## src/rtl/fifo_push_arbiter_if.sv

```systemverilog
// Push-side bus of fifo_push_arbiter: requester valid/data/grant, FIFO push handshake and status.
// The arbiter takes the slave view; producers plus FIFO (or a bench) take the master view.
interface fifo_push_arbiter_if #(
  parameter int NUM_REQ    = 4,
  parameter int DATA_WIDTH = 32
);
  localparam int DW1   = DATA_WIDTH + 1;
  localparam int IDX_W = $clog2(NUM_REQ);

  logic [NUM_REQ-1:0]     req_valid_i;
  logic [NUM_REQ*DW1-1:0] req_data_i;
  logic [NUM_REQ-1:0]     req_grant_o;
  logic [DW1-1:0]         fifo_data_o;
  logic                   fifo_valid_o;
  logic                   fifo_grant_i;
  logic [IDX_W-1:0]       owner_o;
  logic                   busy_o;
  logic [7:0]             drop_cnt_o;

  modport master (
    output req_valid_i, req_data_i, fifo_grant_i,
    input  req_grant_o, fifo_data_o, fifo_valid_o, owner_o, busy_o, drop_cnt_o
  );

  modport slave (
    input  req_valid_i, req_data_i, fifo_grant_i,
    output req_grant_o, fifo_data_o, fifo_valid_o, owner_o, busy_o, drop_cnt_o
  );
endinterface

```

## src/rtl/fifo_push_arbiter.sv

```systemverilog
// Round-robin burst arbiter sharing one FIFO push port among NUM_REQ requesters.
// Optional parity-drop of corrupt beats is enabled by defining FIFO_ARB_PARITY_DROP_EN.
module fifo_push_arbiter #(
  parameter int NUM_REQ    = 4,
  parameter int DATA_WIDTH = 32,
  parameter int BURST_LEN  = 4
) (
  input logic              clk,
  input logic              rst,
  fifo_push_arbiter_if.slave bus
);
  localparam int DW1   = DATA_WIDTH + 1;
  localparam int IDX_W = $clog2(NUM_REQ);

  typedef enum logic {IDLE, BUSY} state_t;

  state_t             state;
  logic [IDX_W-1:0]   owner;
  logic [IDX_W-1:0]   rr_ptr;
  logic [7:0]         beat_cnt;

  logic               owner_valid;
  logic [DW1-1:0]     owner_data;
  logic               corrupt;
  logic               fwd_valid;
  logic               xfer;
  logic               last_beat;
  logic               rel_burst;
  logic               any_req;
  logic [IDX_W-1:0]   pick_idx;
  logic [IDX_W-1:0]   next_ptr;
  logic [2*NUM_REQ-2:0] req_dbl;
  logic [NUM_REQ-1:0] req_rot;

  // Index arithmetic modulo NUM_REQ; operands never exceed 2*NUM_REQ-2.
  function automatic logic [IDX_W-1:0] wrap_idx(input logic [IDX_W:0] s);
    if (s >= (IDX_W+1)'(NUM_REQ))
      return IDX_W'(s - (IDX_W+1)'(NUM_REQ));
    else
      return s[IDX_W-1:0];
  endfunction

  always_comb begin
    owner_valid = 1'b0;
    owner_data  = '0;
    for (int k = 0; k < NUM_REQ; k++) begin
      if (owner == IDX_W'(k)) begin
        owner_valid = bus.req_valid_i[k];
        owner_data  = bus.req_data_i[k*DW1 +: DW1];
      end
    end
  end

  // Rotating the request vector by rr_ptr turns the wrap-around scan into a plain lowest-bit search.
  assign req_dbl = {bus.req_valid_i[NUM_REQ-2:0], bus.req_valid_i};
  assign req_rot = req_dbl[rr_ptr +: NUM_REQ];
  assign any_req = |bus.req_valid_i;

  always_comb begin
    pick_idx = rr_ptr;
    for (int i = NUM_REQ - 1; i >= 0; i--) begin
      if (req_rot[i]) pick_idx = wrap_idx({1'b0, rr_ptr} + (IDX_W+1)'(i));
    end
  end

  assign next_ptr = wrap_idx({1'b0, owner} + (IDX_W+1)'(1));

`ifdef FIFO_ARB_PARITY_DROP_EN
  assign corrupt = (state == BUSY) & owner_valid & (^owner_data);
`else
  assign corrupt = 1'b0;
`endif

  assign fwd_valid = (state == BUSY) & owner_valid & ~corrupt;
  assign xfer      = fwd_valid & bus.fifo_grant_i;
  assign last_beat = xfer & (({1'b0, beat_cnt} + 9'd1) == 9'(BURST_LEN));
  assign rel_burst = last_beat | ~owner_valid;

  // A corrupt beat is granted unconditionally so the producer retires it without reaching the FIFO.
  always_comb begin
    bus.req_grant_o  = '0;
    bus.fifo_valid_o = 1'b0;
    bus.fifo_data_o  = '0;
    if (state == BUSY) begin
      bus.fifo_valid_o = fwd_valid;
      bus.fifo_data_o  = owner_data;
      for (int k = 0; k < NUM_REQ; k++) begin
        if (owner == IDX_W'(k)) bus.req_grant_o[k] = bus.fifo_grant_i | corrupt;
      end
    end
  end

  assign bus.owner_o = owner;
  assign bus.busy_o  = (state == BUSY);

  always_ff @(posedge clk or posedge rst) begin
    if (rst) begin
      state    <= IDLE;
      owner    <= '0;
      rr_ptr   <= '0;
      beat_cnt <= '0;
    end else begin
      case (state)
        IDLE: begin
          if (any_req) begin
            owner    <= pick_idx;
            beat_cnt <= '0;
            state    <= BUSY;
          end
        end
        BUSY: begin
          if (xfer) beat_cnt <= beat_cnt + 8'd1;
          if (rel_burst) begin
            state    <= IDLE;
            rr_ptr   <= next_ptr;
            beat_cnt <= '0;
          end
        end
        default: state <= IDLE;
      endcase
    end
  end

`ifdef FIFO_ARB_PARITY_DROP_EN
  logic [7:0] drop_cnt;

  function automatic logic [7:0] sat_inc8(input logic [7:0] x);
    return (x == 8'hFF) ? x : x + 8'd1;
  endfunction

  always_ff @(posedge clk or posedge rst) begin
    if (rst)          drop_cnt <= '0;
    else if (corrupt) drop_cnt <= sat_inc8(drop_cnt);
  end

  assign bus.drop_cnt_o = drop_cnt;
`else
  assign bus.drop_cnt_o = 8'd0;
`endif

endmodule
```

## src/flat_wrapper.sv

```systemverilog
// flat-port wrapper written by rule: the top's interface ports become plain ports
module fifo_push_arbiter_flat 
#(
  parameter int NUM_REQ    = 4,
  parameter int DATA_WIDTH = 32,
  parameter int BURST_LEN  = 4
)
  (clk, rst, bus_req_valid_i, bus_req_data_i, bus_fifo_grant_i, bus_req_grant_o, bus_fifo_data_o, bus_fifo_valid_o, bus_owner_o, bus_busy_o, bus_drop_cnt_o);
  fifo_push_arbiter_if #(.NUM_REQ(NUM_REQ), .DATA_WIDTH(DATA_WIDTH)) bus_i ();
  input logic clk;
  input logic rst;
  input wire logic [$bits(bus_i.req_valid_i)-1:0] bus_req_valid_i;
  input wire logic [$bits(bus_i.req_data_i)-1:0] bus_req_data_i;
  input wire logic [$bits(bus_i.fifo_grant_i)-1:0] bus_fifo_grant_i;
  output wire logic [$bits(bus_i.req_grant_o)-1:0] bus_req_grant_o;
  output wire logic [$bits(bus_i.fifo_data_o)-1:0] bus_fifo_data_o;
  output wire logic [$bits(bus_i.fifo_valid_o)-1:0] bus_fifo_valid_o;
  output wire logic [$bits(bus_i.owner_o)-1:0] bus_owner_o;
  output wire logic [$bits(bus_i.busy_o)-1:0] bus_busy_o;
  output wire logic [$bits(bus_i.drop_cnt_o)-1:0] bus_drop_cnt_o;
  assign bus_i.req_valid_i = bus_req_valid_i;
  assign bus_i.req_data_i = bus_req_data_i;
  assign bus_i.fifo_grant_i = bus_fifo_grant_i;
  assign bus_req_grant_o = bus_i.req_grant_o;
  assign bus_fifo_data_o = bus_i.fifo_data_o;
  assign bus_fifo_valid_o = bus_i.fifo_valid_o;
  assign bus_owner_o = bus_i.owner_o;
  assign bus_busy_o = bus_i.busy_o;
  assign bus_drop_cnt_o = bus_i.drop_cnt_o;
  fifo_push_arbiter #(.NUM_REQ(NUM_REQ), .DATA_WIDTH(DATA_WIDTH), .BURST_LEN(BURST_LEN)) u_core (.clk(clk), .rst(rst), .bus(bus_i));
endmodule
```

## config.mk

```make
export PLATFORM = sky130hd
export DESIGN_NAME = fifo_push_arbiter_flat
export DESIGN_NICKNAME = d
export VERILOG_FILES = /design/src/rtl/fifo_push_arbiter_if.sv /design/src/rtl/fifo_push_arbiter.sv /design/src/flat_wrapper.sv
export SDC_FILE = /design/constraint.sdc
export NUM_CORES = 1
export LEC_CHECK = 0
export CORE_MARGIN = 3
export CORE_UTILIZATION = 32
export CTS_CLUSTER_DIAMETER = 50
export DETAILED_ROUTE_END_ITERATION = 8
export PLACE_DENSITY_LB_ADDON = 0.08
export SLEW_MARGIN = 5
export SYNTH_ARGS = -nofsm -noshare
export SYNTH_HDL_FRONTEND = slang
export SYNTH_SLANG_ARGS = --single-unit
```

## constraint.sdc

```tcl
create_clock -name clk -period 2.7 [get_ports clk]
set_input_delay 0.675 -clock clk [delete_from_list [all_inputs] [get_ports clk]]
set_output_delay 0.675 -clock clk [all_outputs]
set_load 0.02 [all_outputs]
```

# --- After elaboration in Yosys (flattened, before gate mapping) ---
# Cells that the tools add are included.
classes:
  n_shift: 1
  magnitude_cmp: 5
  n_addsub: 11
  bitwise_logic: 6
  n_mux: 31
  reduce_logical: 5
  eq_ne: 6
ops:
  columns: ["op", "n"]
  rows:
  - ["33-bit two-way mux", 5]
  - ["8-bit two-way mux", 3]
  - ["2-bit two-way mux", 9]
  - ["8-bit one-hot mux with 2 select lines", 1]
  - ["3-bit greater-or-equal comparator, second input constant", 4]
  - ["1-bit two-way mux", 11]
  - ["2-bit by 1-bit subtractor with 2-bit output, second input constant", 5]
  - ["8-bit by 1-bit adder with 9-bit output, second input constant", 1]
  - ["9-bit by 3-bit == test with 1-bit output, second input constant", 1]
  - ["8-bit by 1-bit adder with 8-bit output, second input constant", 1]
  - ["7-bit by 3-bit indexed part select with 4-bit output", 1]
  - ["2-bit by 1-bit adder with 3-bit output, second input constant", 2]
  - ["2-bit by 2-bit adder with 3-bit output, second input constant", 2]
  - ["2-bit AND reduction", 3]
  - ["2-bit == test, second input constant", 2]
  - ["4-bit two-way mux", 1]
  - ["4-bit OR reduction", 1]
  - ["1-bit bitwise AND", 3]
  - ["2-bit by 3-bit greater-or-equal comparator with 1-bit output, second input constant", 1]
  - ["3-bit != test, second input constant", 1]
  - ["2-bit by 1-bit == test with 1-bit output, second input constant", 1]
  - ["2-bit zero test", 1]
  - ["2-bit by 1-bit != test with 1-bit output, second input constant", 1]
  - ["1-bit NOT", 2]
  - ["other kinds (2)", 2]
totals:
  reg_bits: 13
  wordCells: 69
  out_inout_bits: 49
  inputBits: 139

# --- Logic depth before layout (Yosys ltp) ---
# Gate-level depths: netlist of run 1.
depth:
  depth_word: 11
  ltp_mapped: 8
  mapped_depth_nobuf: 6

# --- Worst setup path before layout of run 1 ---
# No wires, ideal clock.
synth_timing:
  path_type: "flip-flop to output port"
  start: "register u_core.owner[0], in the netlist u_core.bus.owner_o[0]"
  end: "output port bus_fifo_data_o[10]"
  n_path_buf: 2
  slack_ns: 0.055
  t_arrival_ns: 1.970
  required_ns: 2.025
  path_stages_with_launch: 9
  cell_sequence: "dfrtp_1 > inv_1 > ha_1 > nor2b_1 > buf_2 > buf_2 > a221oi_1 > a211o_1 > a21oi_1"
synth_between:
  elab_chain_len: 6
  elab_cells_between_ends: 9
  cone_classes: "3 x eq/ne; 5 x mux; 1 x reduce/logical"
synth_rtl:
  columns: ["element", "line_no", "text"]
  rows:
  - ["from (decl)", "fifo_push_arbiter.sv:18", "logic [IDX_W-1:0] owner;"]
  - ["from (signal assigned)", "fifo_push_arbiter.sv:106", "owner <= pick_idx;"]
  - ["2-bit zero test", "fifo_push_arbiter.sv:47", "if (owner == IDX_W'(k)) begin"]
  - ["33-bit two-way mux (3 in series)", "fifo_push_arbiter.sv:47", null]
  - ["33-bit two-way mux *", "fifo_push_arbiter.sv:47", null]
  - ["33-bit two-way mux *", "fifo_push_arbiter.sv:84", "if (state == BUSY) begin"]
  - ["to (decl)", "flat_wrapper.sv:16", "output wire logic [$bits(bus_i.fifo_data_o)-1:0] bus_fifo_data_o;"]
# Mark *: on every way between the ends. The rest lies on a longest branch, timed or not.

# --- Worst setup path in the final report of run 1 ---
layout_timing:
  start: "register u_core.owner[0], in the netlist u_core.bus.owner_o[0]"
  end: "output port bus_fifo_data_o[3]"
# Same word-level chain as after synthesis.

==> summary.txt, run 1 <==
Run status
  • Status: finished, final reports clean

Timing
  • Tcrit/Tclk final: between 90% and 100%
  • RSZ-0062 raised after global routing: true
  • Min Tclk post-route: 2.67 ns
  • Final slew viol count: 0
  • Final Hold Fails: 0
  • Clk_skew: 0.00153 ns
  • Final setup fails: 0
  • Post-route setup TNS: 0 ns
  • Slew margin rel.: 57.6%
  • Post-Route Hold Slack: 0.508 ns
  • FMAX: 375 MHz
  • Worst setup margin: ~0.032 ns
  • Worst Tran Pin Value: 0.634 ns

Clock network
  • Num CTS Buffers: 3
  • TritonCTS clock tree: built
  • Worst-Skew Late Latency: 0.25 ns
  • Cts hold-fix bufs: 0
  • H-tree levels: 1
  • Root buffer cell: clkbuf_8
  • Max Buffers Root-to-Sink: 2
  • TritonCTS sink count: 13
  • Clock transition at path regs: 0.06 ns

Final layout
  • Nets: 646
  • Share of cells above drive strength 1: 20.8%
  • Ant. Diodes: 0
  • Layout area overhead: 105%
  • Fill cell count: 520

Worst setup path
  • Crit-path cells: inv_2, ha_2, nor2b_4, buf_8, a221oi_1, a211o_1, a21oi_2, buf_4
  • Worst Path Max Fanout: 16
  • CP arrival: 1.99 ns
  • Critical Path RT: approximately 2.0 ns
  • Setup CP Type: flop to output pin
  • Critical Path End Type: output pin
  • Crit path largest cell delay: around 0.41 ns
  • Startpoint types: flop
  • Slowest-stage cell, CP: dfrtp_1

Synthesis
  • FF+latch count, synth: 13
  • Synth unique cells: 42
  • Post-synth top cells: inv_1, nand2_1, a211o_1, a21oi_1, a221oi_1
  • Cell taking the most area after synthesis: dfrtp_1
  • Total number of yosys warnings: 0
  • Sequential-to-total area share from yosys stat: 15.6%
  • Async S/R FF share, synth: 100%
  • Ys flop type: dfrtp_1
  • Mapped Cells: 307
  • Avg Synthesized Cell Area: 6.81 um2
  • Most frequent cell after synthesis: inv_1
  • Number of synthesized flops with an enable pin: 0
  • Synth top area share: between 10% and 20%
  • Top post-synthesis cells by area: dfrtp_1, a211o_1, a221oi_1
  • Post-synth design cell area: about 2100 um2

Placement
  • Routability cong.: 0.865
  • Port bufs: 179
  • Pre-CTS WS: -0.290 ns
  • HPWL after DPL: roughly 7700 um

Drt
  • Final WL: a little over 10000 um
  • 1st-pass router iterations: 4
  • DRC: 0
  • Via/cell ratio: 5.49
  • Initial DRC count: between 100 and 150
  • DR vias: between 3000 and 4000
  • Wire length per cell: 17.5 um
  • Post-route ant nets: 0

Power and ir drop
  • Maximum vdd ir drop: approximately 640 uV
  • PwrDens: 1030 nW/um2
  • Leakage power: slightly below 2 nW

Floorplanning
  • Num ports: between 150 and 200
  • Die ar.: 7540 um2
  • Initial core utilization: 34.1%
  • Core ar.: approximately 6000 um2
  • Cell Rows: 28
  • Horiz. Die Dim: 86.8 um
  • Die span in y: 86.8 um

GRT
  • GRT Total Usage: 25.9%
  • First-pass GRT wire length: 15600 um
  • Gr ovfl total: 0
  • Vias in the first global route: 3224
  • Initial antenna violation count: 0
  • Largest net degree at the start of global routing: 35

Run
  • Max-cap violation count: 0

Min path
  • Worst hold path type: flop to flop
[through the flow]
stage,total power [W],cell area (um2),util (%),instances
after floorplan,0.00240,2120,-,314
after global placement,0.00403,4170,68.1,570
after detailed placement,0.00408,4170,68.1,570
after CTS,0.00427,4220,68.8,577
after global routing,0.00473,4280,69.8,576
final,0.00439,4280,69.8,576
[where the power goes]
part / leakage [nW] / total [W] / internal (W) / switching (W)
clock: 0.0228 / 0.000177 / 0.000104 / 0.0000722
sequential: 0.170 / 0.000282 / 0.000241 / 0.0000412
combinational: 1.77 / 0.00393 / 0.00189 / 0.00204
total: 1.96 / 0.00439 / 0.00224 / 0.00215
[worst max-delay path, delay by kind of cell (launching register included)]
family	cells	cell delay, ns
compound gates	3	0.54
buf+inv	3	0.42
flops	1	0.41
simple gates	1	0.20
fa+ha+maj	1	0.18
[logic make-up (layout without fill, tap and decap cells)]
group | count (synthesis) | after routing | share of synthesized area [%]
AO/OA/AOI/OAI | 131 | 131 | 46.4
XOR/XNOR | 1 | 1 | 0.419
adder cells (fa/ha/maj) | 5 | 5 | 2.99
buffers and inverters | 83 | 270 | 16.9
flip-flops | 13 | 13 | 15.6
multiplexers | 3 | 3 | 1.50
other | 1 | 8 | 0.179
AND/OR/NAND/NOR | 70 | 70 | 16.0
[placed cells by master (no fill, tap or decap), types with 2 or more instances in the layout]
master | synthesis | layout
clkdlybuf4s50_1 | 0 | 141
buf_4 | 9 | 60
inv_1 | 45 | 44
nand2_1 | 43 | 43
a211o_1 | 35 | 35
a221oi_1 | 33 | 33
a21oi_1 | 35 | 22
a21oi_2 | 0 | 13
dfrtp_1 | 13 | 13
conb_1 | 1 | 8
o21ai_0 | 7 | 7
buf_6 | 0 | 6
nor2_1 | 5 | 5
nand3_1 | 5 | 5
and3_1 | 5 | 5
a31oi_1 | 5 | 5
dlymetal6s2s_1 | 0 | 4
buf_12 | 0 | 4
ha_2 | 0 | 3
clkbuf_8 | 0 | 3
buf_2 | 6 | 3
nor3_1 | 2 | 2
a211oi_2 | 1 | 2
o31ai_1 | 2 | 2
or4_1 | 2 | 2
mux2i_1 | 2 | 2
o22ai_1 | 2 | 2
o221ai_1 | 2 | 2
[sequential cells by signal (all words and copies together) (netlist names)]
| name | cells |
|---|---|
| u_core.beat_cnt | 8 |
| u_core.bus.owner_o | 2 |
| u_core.rr_ptr | 2 |
| u_core.bus.busy_o | 1 |
[worst paths after layout]
check                                      start                     to  slack [ns]  depth (start not counted)
min in group asynchronous                    rst  u_core.bus.owner_o[0]        0.76                          2
setup / recovery           u_core.bus.owner_o[0]     bus_fifo_data_o[3]        0.03                          8
max in group asynchronous                    rst     u_core.beat_cnt[3]        1.59                          2
hold / removal                u_core.beat_cnt[0]     u_core.beat_cnt[0]        0.51                          1
hold reg to reg               u_core.beat_cnt[0]     u_core.beat_cnt[0]        0.51                          1
setup reg to reg           u_core.bus.owner_o[0]       u_core.rr_ptr[1]        0.44                          9
[routing by layer]
layer  track usage [%]  share of wire, %  vias up
li1                  -                 -     1512
met1              27.8                37     1483
met2              48.6                51      150
met3              6.46               8.6       20
met4              8.92               2.5        0
met5                 0                 0        -
[area by class of cell]
class                           instances  area (um2)  area share (%)
Multi-Input combinational cell        218        1530            35.6
Tap cell                               75        93.8            2.19
Sequential cell                        13         325            7.60
Clock buffer                            4        45.0            1.05
Timing Repair Buffer                  220        2120            49.5
Inverter                               46         173            4.04
[timing repair]
item                                    4_1_cts  5_1_grt
endpoints found under the setup margin       34       38
pin swaps                                     4        8
cloned                                        2        0
setup buffers                                 1        0
gates resized for setup                     153       48
No activity file was read; power rests on OpenSTA's default activity.
==> run 2, diff against run 1 <==
Settings changed: CAP_MARGIN set to 5, MAX_ROUTING_LAYER set to met4.
==> run 2 against run 1 <==
  * Clock power is essentially flat
  * Clock-buffer cell count did not move
  * Design area stayed put
  * Fmax barely moved
  * Critical path depth did not move
  * Flip-flop and latch count unchanged
  * Sequential share of layout area did not move
  * Critical path type unchanged
  * Critical endpoint unchanged
==> summary.txt, run 2 (synthesized netlist as in run 1, its figures left out) <==
Run status
  • Status: finished, final reports clean

Final layout
  • Layout area overhead: 105% (unchanged)
  • Max reg flops: 8 (unchanged)
  • Commonest non-fill, non-tap cells in the layout: clkdlybuf4s50_1, buf_4, inv_1
  • Fill cell count: 520 (unchanged)
  • Design Area, Final: 4280 um2 (unchanged)
  • Commonest non-fill, non-tap cell in the layout: clkdlybuf4s50_1
  • Register bank with the most flops: u_core.beat_cnt
  • Final cell count without fillers: 576 (unchanged)
  • Nets: 646 (unchanged)
  • Ant. Diodes: 0 (unchanged)
  • Share of cells above drive strength 1: 20.8% (unchanged)

Clock network
  • Clock transition at path regs: 0.06 ns (about the same)
  • Root buffer cell: clkbuf_8
  • Num CTS Buffers: 3 (unchanged)
  • H-tree levels: 1 (unchanged)
  • Max Buffers Root-to-Sink: 2 (unchanged)
  • Cts hold-fix bufs: 0 (unchanged)
  • TritonCTS sink count: 13 (unchanged)
  • Worst-Skew Late Latency: 0.25 ns (about the same)
  • TritonCTS clock tree: built

GRT
  • Initial antenna violation count: 0 (unchanged)
  • First-pass GRT wire length: 15500 um (-0.49%)
  • Gr ovfl total: 0 (unchanged)
  • Vias in the first global route: 3237 (+0.40%)
  • GRT Total Usage: 26.5% (+0.65 points)
  • Largest net degree at the start of global routing: 35 (unchanged)

Placement
  • HPWL after DPL: 7680 um (unchanged)
  • Pre-CTS WS: -0.290 ns (unchanged)
  • Placed cell count: 570 (unchanged)
  • Routability cong.: 0.879 (+1.6%)
  • Cell area after placement: 4170 um2 (unchanged)
  • Port bufs: 179 (unchanged)

Drt
  • Final WL: 10100 um (+0.12%)
  • DRC: 0 (unchanged)
  • Wire length per cell: 17.5 um (+0.12%)
  • DR vias: 3187 (+0.70%)
  • Post-route ant nets: 0 (unchanged)
  • 1st-pass router iterations: 5 (+1)
  • Via/cell ratio: 5.53 (+0.70%)
  • Initial DRC count: 118 (+3.5%)

Worst setup path
  • Critical Path RT: 2.03 ns (about the same)
  • Worst Path Max Fanout: 16 (unchanged)
  • R2r setup slk: 0.44 ns (about the same)
  • R2R Path Start: u_core.bus.owner_o[0]
  • Register-to-Register Path Depth: 9 (unchanged)
  • Setup CP Type: flop to output pin
  • CP arrival: 1.99 ns (about the same)
  • Critical Path End Type: output pin
  • Crit Reg-Reg Endpoint: u_core.rr_ptr[1]
  • Startpoint types: flop
  • CP startpoint: u_core.bus.owner_o[0]

Power and ir drop
  • Sw Ratio: 49.0% (about the same)
  • Clk pwr share: 4.0% (about the same)
  • Leakage power: 1.96 nW (unchanged)
  • PwrDens: 1030 nW/um2 (about the same)
  • Sequential fraction of design power: 6.4% (about the same)
  • Switching pwr: 0.00215 W (about the same)
  • Internal power: 0.00224 W (about the same)
  • Gate power share: 89.5% (about the same)
  • Maximum vdd ir drop: 638 uV (-0.58%)

Floorplanning
  • Die span in y: 86.8 um (unchanged)
  • Cell Rows: 28 (unchanged)
  • Num ports: 188 (unchanged)
  • Horiz. Die Dim: 86.8 um (unchanged)
  • Die ar.: 7540 um2 (unchanged)
  • Initial core utilization: 34.1% (unchanged)
  • Core ar.: 6130 um2 (unchanged)

Timing
  • Final setup fails: 0 (unchanged)
  • Final slew viol count: 0 (unchanged)
  • RSZ-0062 raised after global routing: true
  • Worst setup margin: 0.0347 ns (+0.00237 ns)
  • Slew margin rel.: 57.8% (+0.14 points)
  • Clk_skew: 0.00181 ns (+0.000280 ns)
  • Post-route setup TNS: 0 ns (unchanged)
  • Final Hold Fails: 0 (unchanged)
  • FMAX: 375 MHz (about the same)
  • Worst Tran Pin Value: 0.632 ns (-0.00210 ns)
  • Tcrit/Tclk final: 98.7% (about the same)
  • Min Tclk post-route: 2.67 ns (-0.00237 ns)

Min path
  • Hold Path Origin: u_core.beat_cnt[0]
  • Hold Path End: u_core.beat_cnt[0]
  • WHS Path Cells: 1 (unchanged)
  • Worst hold path type: flop to flop

Run
  • Max-cap violation count: 0 (unchanged)
run 2: worst max-delay path by stage:
stage                           to  slack [ns]
6_report        bus_fifo_data_o[3]        0.03
5_1_grt         bus_fifo_data_o[4]       -0.06
4_1_cts         bus_fifo_data_o[2]      -0.008
3_5_place_dp      bus_fifo_valid_o       -0.29
3_3_place_gp      bus_fifo_valid_o       -0.29
2_1_floorplan  bus_fifo_data_o[10]        0.05
run 2: area by class of cell:
| type | instances | area, um2 | area share (%) |
|---|---|---|---|
| Sequential cell | 13 | 325 | 7.60 |
| Multi-Input combinational cell | 218 | 1530 | 35.6 |
| Inverter | 46 | 173 | 4.04 |
| Tap cell | 75 | 93.8 | 2.19 |
| Timing Repair Buffer | 220 | 2120 | 49.5 |
| Clock buffer | 4 | 45.0 | 1.05 |
run 2: layer usage:
metal	vias up	track usage [%]	part of all wire, %
met5	-	-	0
met4	0	9.77	3.0
met3	26	5.23	8.4
met2	155	48.1	51
met1	1494	28.3	37
li1	1512	-	-
run 2: power by group through the flow:
stage / sequential (W) / combinational [W] / clock [W]
after floorplan: 0.000314 / 0.00208 / 0
after global placement: 0.000279 / 0.00375 / 0
after detailed placement: 0.000282 / 0.00380 / 0
after CTS: 0.000280 / 0.00380 / 0.000183
after global routing: 0.000288 / 0.00424 / 0.000195
final: 0.000282 / 0.00393 / 0.000177
run 2: worst max-delay path: stages (launching register included):
cell and delay (ns):
dfrtp_1 0.41, inv_2 0.07, ha_2 0.18, nor2b_4 0.20
buf_8 0.19, a221oi_1 0.09, a211o_1 0.29, a21oi_2 0.15
buf_4 0.16
run 2: repair_timing:
action / 4_1_cts / 5_1_grt
resized for setup: 153 / 48
endpoints found under the setup margin: 34 / 38
endpoints found under the hold margin: 0 / 0
cloned: 2 / 0
buffers inserted: 1 / 0
pin swaps: 4 / 8
run 2: per-stage QoR:
stage	power, W	utilization (%)	hold slack, ns
floorplan	0.00240	-	0.478
global placement	0.00403	68.1	0.487
detailed placement	0.00408	68.1	0.500
CTS	0.00427	68.8	0.508
global route	0.00473	69.8	0.519
finish	0.00439	69.8	0.509
